==> src/rtl/arb_pkg.sv <==
`default_nettype none
// +-----------------------------------------------------------------------+
// | Module : arb_pkg                                                      |
// | Brief  : Shared types and width constants for the round-robin arbiter |
// | Rev    : 1.0                                                          |
// +-----------------------------------------------------------------------+
package arb_pkg;

  localparam int N_REQ_DEF    = 4;
  localparam int MAX_HOLD_DEF = 16;

  // Width of a binary field able to hold 0..value-1, never narrower than 1 bit.
  function automatic int clog2_min1(input int value);
    return (value > 1) ? $clog2(value) : 1;
  endfunction

  localparam int IDX_W = clog2_min1(N_REQ_DEF);
  localparam int CNT_W = clog2_min1(MAX_HOLD_DEF);

  typedef enum logic [1:0] {
    IDLE  = 2'd0,
    GRANT = 2'd1,
    GAP   = 2'd2
  } arb_state_e;

endpackage
`default_nettype wire

==> src/rtl/idx_to_onehot.sv <==
`default_nettype none
// +-----------------------------------------------------------------------+
// | Module : idx_to_onehot                                                |
// | Brief  : Binary index to one-hot decoder covering all N_REQ codes     |
// | Rev    : 1.0                                                          |
// +-----------------------------------------------------------------------+
module idx_to_onehot
  import arb_pkg::*;
#(
  parameter int N_REQ = N_REQ_DEF
) (
  input  logic [clog2_min1(N_REQ)-1:0] i_idx,
  output logic [N_REQ-1:0]             o_onehot
);

  localparam int SEL_W = clog2_min1(N_REQ);

  for (genvar gi = 0; gi < N_REQ; gi++) begin : g_dec
    assign o_onehot[gi] = (i_idx == SEL_W'(gi));
  end

endmodule
`default_nettype wire

==> src/rtl/rr_onehot_arbiter.sv <==
`default_nettype none
// +-----------------------------------------------------------------------+
// | Module : rr_onehot_arbiter                                            |
// | Brief  : Round-robin arbiter, one-hot grant, hold limit with timeout  |
// | Rev    : 1.0                                                          |
// +-----------------------------------------------------------------------+
module rr_onehot_arbiter
  import arb_pkg::*;
#(
  parameter int N_REQ    = N_REQ_DEF,
  parameter int MAX_HOLD = MAX_HOLD_DEF
) (
  input  logic                          clk,
  input  logic                          rst,
  input  logic [N_REQ-1:0]              req,
  input  logic                          done,
  output logic [N_REQ-1:0]              grant_onehot,
  output logic [clog2_min1(N_REQ)-1:0]  grant_idx,
  output logic                          grant_valid,
  output logic                          timeout
);

  localparam int GIDX_W = clog2_min1(N_REQ);
  localparam int HOLD_W = clog2_min1(MAX_HOLD);

  localparam logic [HOLD_W-1:0] c_hold_last = HOLD_W'(MAX_HOLD - 1);
  localparam logic [GIDX_W-1:0] c_last_rst  = GIDX_W'(N_REQ - 1);

  arb_state_e          r_state;
  logic [GIDX_W-1:0]   r_idx;
  logic [GIDX_W-1:0]   r_last_idx;
  logic [N_REQ-1:0]    r_onehot;
  logic                r_valid;
  logic                r_timeout;
  logic [HOLD_W-1:0]   r_hold_cnt;

  logic [2*N_REQ-1:0]  w_req_dbl;
  logic [N_REQ-1:0]    w_req_rot;
  logic [GIDX_W-1:0]   w_start;
  logic [GIDX_W-1:0]   w_offset;
  logic [GIDX_W-1:0]   w_win_idx;
  logic [N_REQ-1:0]    w_win_onehot;
  logic                w_owner_req;
  logic                w_at_limit;
  logic                w_release;
  logic                w_limit_only;

  // Rotate requests so the scan start sits at bit 0; N_REQ is a power of two,
  // so adding the offset back wraps naturally in GIDX_W bits.
  assign w_start   = r_last_idx + 1'b1;
  assign w_req_dbl = {req, req};
  assign w_req_rot = w_req_dbl[w_start +: N_REQ];

  always_comb begin
    w_offset = '0;
    for (int k = N_REQ - 1; k >= 0; k--) begin
      if (w_req_rot[k]) begin
        w_offset = GIDX_W'(k);
      end
    end
  end

  assign w_win_idx = w_start + w_offset;

  idx_to_onehot #(
    .N_REQ (N_REQ)
  ) u_dec (
    .i_idx    (w_win_idx),
    .o_onehot (w_win_onehot)
  );

  assign w_owner_req  = req[r_idx];
  assign w_at_limit   = (r_hold_cnt == c_hold_last);
  assign w_release    = done | ~w_owner_req | w_at_limit;
  assign w_limit_only = w_at_limit & ~done & w_owner_req;

  always_ff @(posedge clk or posedge rst) begin
    if (rst) begin
      r_state    <= IDLE;
      r_idx      <= '0;
      r_last_idx <= c_last_rst;
      r_onehot   <= '0;
      r_valid    <= 1'b0;
      r_timeout  <= 1'b0;
      r_hold_cnt <= '0;
    end else begin
      r_timeout <= 1'b0;
      case (r_state)
        IDLE: begin
          if (|req) begin
            r_state    <= GRANT;
            r_idx      <= w_win_idx;
            r_onehot   <= w_win_onehot;
            r_valid    <= 1'b1;
            r_hold_cnt <= '0;
          end
        end
        GRANT: begin
          if (w_release) begin
            r_state    <= GAP;
            r_last_idx <= r_idx;
            r_onehot   <= '0;
            r_valid    <= 1'b0;
            r_timeout  <= w_limit_only;
          end else begin
            r_hold_cnt <= r_hold_cnt + 1'b1;
          end
        end
        GAP: begin
          r_state <= IDLE;
        end
        default: begin
          r_state <= IDLE;
        end
      endcase
    end
  end

  assign grant_onehot = r_onehot;
  assign grant_idx    = r_idx;
  assign grant_valid  = r_valid;
  assign timeout      = r_timeout;

endmodule
`default_nettype wire

==> config.mk <==
export PLATFORM = sky130hd
export DESIGN_NAME = rr_onehot_arbiter
export DESIGN_NICKNAME = d
export VERILOG_FILES = /design/src/rtl/arb_pkg.sv /design/src/rtl/idx_to_onehot.sv /design/src/rtl/rr_onehot_arbiter.sv
export SDC_FILE = /design/constraint.sdc
export NUM_CORES = 1
export LEC_CHECK = 0
export CORE_MARGIN = 2
export CORE_UTILIZATION = 36
export DETAILED_ROUTE_END_ITERATION = 10
export PLACE_DENSITY = 0.69
export SYNTH_ARGS = -nofsm -noshare
export SYNTH_HDL_FRONTEND = slang
export SYNTH_SLANG_ARGS = --single-unit
==> constraint.sdc <==
create_clock -name clk -period 2.1 [get_ports clk]
set_input_delay 0.42 -clock clk [delete_from_list [all_inputs] [get_ports clk]]
set_output_delay 0.42 -clock clk [all_outputs]
set_load 0.01 [all_outputs]
[After elaboration in Yosys (flattened, before gate mapping)]
Index checks and enable logic that the tools add are counted.
W data, S select, Z words.
Word-level totals
  bits in registers: 16
  input port bits: 7
  output and inout bits: 8
  word-level logic and storage cells: 55
Operators by class
  add/subtract/negate cells: 3
  magnitude comparators: 1
  eq/ne operators: 8
  shift operators: 1
  muxes and demuxes: 20
  bitwise gates (word level): 6
  reduce and logical (&&, ||, !) cells: 9
Operators with widths (count)
  $mux W4: 4
  $pmux W4 S2: 2
  $mux W2: 6
  $shiftx A8 B3 Y4: 1
  $ne A2 B2 Y1 const B: 3
  $reduce_and A2 Y1: 3
  $reduce_and A3 Y1: 2
  $mux W1: 5
  $add A4 B1 Y4 const B: 1
  $eq A2 B1 Y1 const B: 2
  $eq A2 B2 Y1 const B: 2
  $eq A4 B4 Y1 const B: 1
  $logic_not A2 Y1: 2
  $pmux W2 S2: 1
  $reduce_or A4 Y1: 1
  $lt A2 B3 Y1 const B: 1
  $add A2 B1 Y2 const B: 1
  $add A2 B2 Y2: 1
  $and A1 B1 Y1: 2
  $bmux W1 S2: 1
  $not A1 Y1: 2
  $or A1 B1 Y1: 2
  $pmux W1 S2: 1
  $reduce_bool A2 Y1: 1

[Depth between registers and ports, before layout]
  depth in word-level cells: 10
  depth in mapped cells: 11

[Cells and area by module]
Synthesis repeated with hierarchy kept, for this count alone.
Unflattened totals
  cell total of the unflattened synthesis: 104
  area total of the unflattened synthesis: 945.9 um2
By module, submodules not included
  rr_onehot_arbiter: instances 1, cells each 100, area each 919.6 um2, seq. area each 402.9 um2
  idx_to_onehot: instances 1, cells each 4, area each 26.3 um2, seq. area each 0.0 um2

[Worst setup path before layout]
Ideal clock, no wire load.
  path kind: input to register
  from: in req[1]
  to: reg r_onehot[1] (netlist: grant_onehot[1])
  library setup time: 0.120 ns
  arrival time: 1.829 ns
  required time: 1.980 ns
  slack: 0.151 ns
  cell stages on the path: 11
  path buffers: 1
  cells stage by stage: buf_6 -> inv_1 -> o21ai_0 -> a21oi_1 -> nor3_1 -> a21oi_1 -> ha_1 -> xnor2_1 -> xnor2_1 -> xnor2_2 -> a31o_1
Between the ends
  cells in the longest elaborated chain, start to end: 9
RTL lines
  start, declared: line rr_onehot_arbiter.sv:15  | input logic [N_REQ-1:0] req,
  $shiftx A8 B3 Y4: line rr_onehot_arbiter.sv:52  | assign w_req_rot = w_req_dbl[w_start +: N_REQ];
  $mux W2 (4 in a row): line rr_onehot_arbiter.sv:57  | if (w_req_rot[k]) begin
  $add A2 B2 Y2: line rr_onehot_arbiter.sv:63  | assign w_win_idx = w_start + w_offset;
  $eq A2 B1 Y1: line idx_to_onehot.sv:19  | assign o_onehot[gi] = (i_idx == SEL_W'(gi));
  $mux W4: line rr_onehot_arbiter.sv:90  | if (|req) begin
  $pmux W4 S2: line rr_onehot_arbiter.sv:88  | case (r_state)
  end signal, assigned: line rr_onehot_arbiter.sv:93  | r_onehot <= w_win_onehot;
  end, declared: line rr_onehot_arbiter.sv:32  | logic [N_REQ-1:0] r_onehot;
Parallel ways exist; a longest one is shown, timed or not. The select of a mux whose other input is x is not followed.
A chain may end at the register's enable or synchronous reset.

[Worst setup path in the final report]
  from: reg r_last_idx[1]
  to: reg r_onehot[0] (netlist: grant_onehot[0])
Between the ends
  cells in the longest elaborated chain, start to end: 10
RTL lines
  start, declared: line rr_onehot_arbiter.sv:31  | logic [GIDX_W-1:0] r_last_idx;
  start signal, assigned: line rr_onehot_arbiter.sv:81  | r_last_idx <= c_last_rst;
  start signal, assigned: line rr_onehot_arbiter.sv:101  | r_last_idx <= r_idx;
  $add A2 B1 Y2 (*): line rr_onehot_arbiter.sv:50  | assign w_start = r_last_idx + 1'b1;
  $shiftx A8 B3 Y4: line rr_onehot_arbiter.sv:52
  $mux W2 (4 in a row): line rr_onehot_arbiter.sv:57
  $add A2 B2 Y2 (*): line rr_onehot_arbiter.sv:63
  $logic_not A2 Y1 (*): line idx_to_onehot.sv:19
  $mux W4 (*): line rr_onehot_arbiter.sv:90
  $pmux W4 S2 (*): line rr_onehot_arbiter.sv:88
Every way passes the cells marked *; elsewhere a longest branch is shown, timed or not. The select of a mux whose other input is x is not followed.

==> summary.md <==
| Metric | Value |
|---|---|
| CP Class | `register to register` |
| Maximum vdd drop | `0.6644 mV` |
| Worst R2R Setup Slack | `160 ps` |
| Setup TNS | `0 ps` |
| Syn Inst Count | `just under 100` |
| Drt total wl | `1945 µm` |
| Die Wd | `55.57 µm` |
| Vias in the first global route | `764` |
| Largest net degree at the start of global routing | `17` |
| Hold crit path type | `register to register` |
| Port Buf Inserts | `14` |
| R2R Path Start | `r_last_idx[1]` |
| Initial DRC count | `23` |
| Max Clock Skew | `1.178 ps` |
| Critical Path RT | `~2300 ps` |
| Filler cell count | `243` |
| Total die area | `3087 µm²` |
| Status | `completed` |
| Diodes inserted | `0` |
| Synth area leader | `dfrtp_1` |
| Crit path depth | `9` |
| Drt first pass iters | `4` |
| Post-DP HPWL | `1472 µm` |
| Final net count | `roughly 130` |
| Compound-Gate Fraction of Synth Area | `roughly 17%` |
| Max Fclk | `514.3 MHz` |
| Crit path cell chain | `o21ai_1 > a21oi_2 > nor3_1 > a21oi_1 > ha_2 > xnor2_2 > xnor2_2 > xnor2_2 > a32o_1` |
| Seq/Total Area, Yosys | `a little over two fifths` |
| RD Place Congestion | `0.8468` |
| Worst hold slack | `roughly 480 ps` |
| Initial Util | `38.29%` |
| Final Max Slew Viols | `0` |
| Lkg Pwr | `0.5869 nW` |
| Max-Cap Viols | `0` |
| Clock-pin transition on the worst setup and hold timing paths | `roughly 90 ps` |
| Simple-gate share of the synthesized area | `21.70%` |
| Largest cells by area after synthesis | `dfrtp_1, dfstp_2, nand2_1` |
| Placement Rows | `18` |
| Max-slew headroom | `between 50% and 60%` |
| Antenna violations before repair | `0` |
| Crit path from | `r_last_idx[1]` |
| CP peak stage delay | `580 ps` |
| CP max-delay cell | `dfstp_2` |
| CTS sink cnt | `16` |
| Clock buffer depth | `2` |
| Min Clock Period, post-route | `1945 ps` |
| Register bit total from synthesis | `16` |
| Share of the synthesized area in the top cell type | `between 30 and 40%` |
| Synthesized cell area | `957.2 µm²` |
| First-pass GRT wire length | `3305 µm` |
| Final setup violation count | `0` |
| Core Area | `between 2000 and 2500 µm²` |
| Residual DRC | `0` |
| Cts bufs inserted | `3` |
| Post-route ant nets | `0` |
| Critical Path Start Type | `register` |
| Most common cell after layout, fill and taps aside | `dfrtp_1` |
| Worst setup endpoint | `grant_onehot[0]` |
| Final period utilization | `roughly 90%` |
| Largest family of logic cells by synthesized area | `simple AND/OR/NAND/NOR gates` |
| Syn avg cell area | `9.868 µm²` |
| Syn nets | `approximately 110` |
| CP Buf/Inv Count | `0` |
| CP Max Fanout | `7` |
| CTS tree | `done` |
| Commonest cells after routing, fill and taps aside | `dfrtp_1, nand2_1, buf_4, nor2_1, clkdlybuf4s50_1` |
| Root cell of the clock tree | `clkbuf_4` |
| Post-synthesis mux area share | `between 7 and 8%` |
| Layout cells sized above 1 | `26.83%` |
| Wire length per cell | `approximately 13 µm` |
| Cell Pwr Density | `1359 nW/µm²` |
| Top cell family by delay on the critical path | `compound AO/OA/AOI/OAI gates` |
| CP endpoint kind | `register` |
| Synth Area in Adders | `2.614%` |
| Grt total ovfl | `0` |
| GRT Overall Usage | `13.08%` |
| Worst-Margin Slew | `roughly 610 ps` |
| Routed vias/inst | `5.046` |
| Post-synth cell types | `37` |
| Crit path DAT | `between 2000 and 2500 ps` |
| CP dominant cell by count | `xnor2_2` |
| XOR/XNOR share of the synthesized area | `3.529%` |
| Via count | `about 770` |
| Hold-fix buffers, CTS | `0` |
| I/O Pins | `15` |
| Worst-skew pair later-pin latency | `280 ps` |
| Hold Vio Cnt, Final | `0` |
| Synth Warn # | `0` |
| Area Growth Syn to Fin | `30.33%` |
| Worst Reg-to-Reg Cells | `9` |
| CTS H-tree lvls | `1` |
| RR Endpoint | `grant_onehot[0]` |
| Die Height | `about 56 µm` |
-- worst min-delay path, cell delays in order (launching register included) --
cell and delay [ps]:
dfrtp_1 350, nand2_1 50, nand2_1 50
-- area by class of cell --
type,instances,area (µm²),area share [%]
Multi-Input combinational cell,73,523.0,41.93
Sequential cell,16,402.9,32.30
Timing Repair Buffer,26,232.7,18.66
Tap cell,30,37.54,3.009
Clock buffer,4,36.28,2.909
Inverter,4,15.01,1.204
-- routing by layer --
| metal | global-route usage (%) | share of wire [%] | vias up | wire length (µm) |
|---|---|---|---|---|
| met5 | 0 | 0 | - | 0 |
| met4 | 4.181 | 0.31 | 0 | 6 |
| met3 | 1.874 | 2.4 | 2 | 46 |
| met2 | 24.32 | 53 | 11 | 1036 |
| met1 | 15.24 | 44 | 365 | 855 |
| li1 | - | - | 394 | - |
-- state kept, by name, summed over array words and instances, names as in the netlist --
name / cells
r_hold_cnt: 4
timeout: 1
grant_valid: 1
r_state: 2
r_last_idx: 2
grant_onehot: 4
grant_idx: 2
-- synthesized netlist by cell type, drive strengths merged --
cell	count
a21oi	4
a22oi	2
a31o	1
a32o	1
and2b	1
and3	2
buf	3
clkbuf	1
dfrtp	14
dfstp	2
ha	2
inv	4
mux2	4
mux2i	2
nand2	11
nand2b	3
nand3	4
nor2	10
nor2b	3
nor3	2
nor3b	1
nor4	1
o211ai	1
o21ai	6
o21bai	2
o311a	1
o31ai	1
o32ai	2
or2	2
or3	1
xnor2	3
-- kinds of logic (layout without fill, tap and decap cells) --
kind of cell,after synthesis,after routing
and+or+nand+nor,41,41
AOI/OAI and AO/OA,21,21
DFF,16,16
buffers and inverters,8,34
muxes,6,6
xor gates and xnor gates,3,3
adders and majority gates,2,2
-- stage by stage --
step	cells	instance area, µm²	total power [mW]	util, %	worst slack, ps
2_1_floorplan	97	957.2	1.131	-	151.0
3_3_place_gp	147	1172	1.397	46.90	-312.7
3_5_place_dp	147	1172	1.422	46.90	-372.2
4_1_cts	151	1209	1.631	48.35	35.09
5_1_grt	153	1247	1.827	49.90	-2.426
6_report	153	1247	1.695	49.90	155.5
-- worst min-delay path by stage --
stage,start,endpoint,slack (ps),cells past startpoint
2_1_floorplan,rst,grant_idx[0],330,1
3_3_place_gp,grant_valid,grant_valid,460,2
3_5_place_dp,grant_valid,grant_valid,460,2
4_1_cts,grant_valid,grant_valid,490,2
5_1_grt,grant_valid,grant_valid,530,2
6_report,grant_valid,grant_valid,480,2
-- power breakdown --
group | leakage [nW] | switching [mW] | internal, mW
logic | 0.363 | 0.448 | 0.529
registers | 0.203 | 0.0898 | 0.426
clock network | 0.0210 | 0.0967 | 0.105
total | 0.587 | 0.635 | 1.06
-- what timing repair did --
| item | 4_1_cts | 5_1_grt |
|---|---|---|
| setup endpoints to repair | 5 | 5 |
| setup buffers | 0 | 2 |
| pin swaps | 4 | 2 |
| hold endpoints to repair | 0 | 0 |
| gates resized for setup | 5 | 5 |
(Power assumes the default switching activity.)
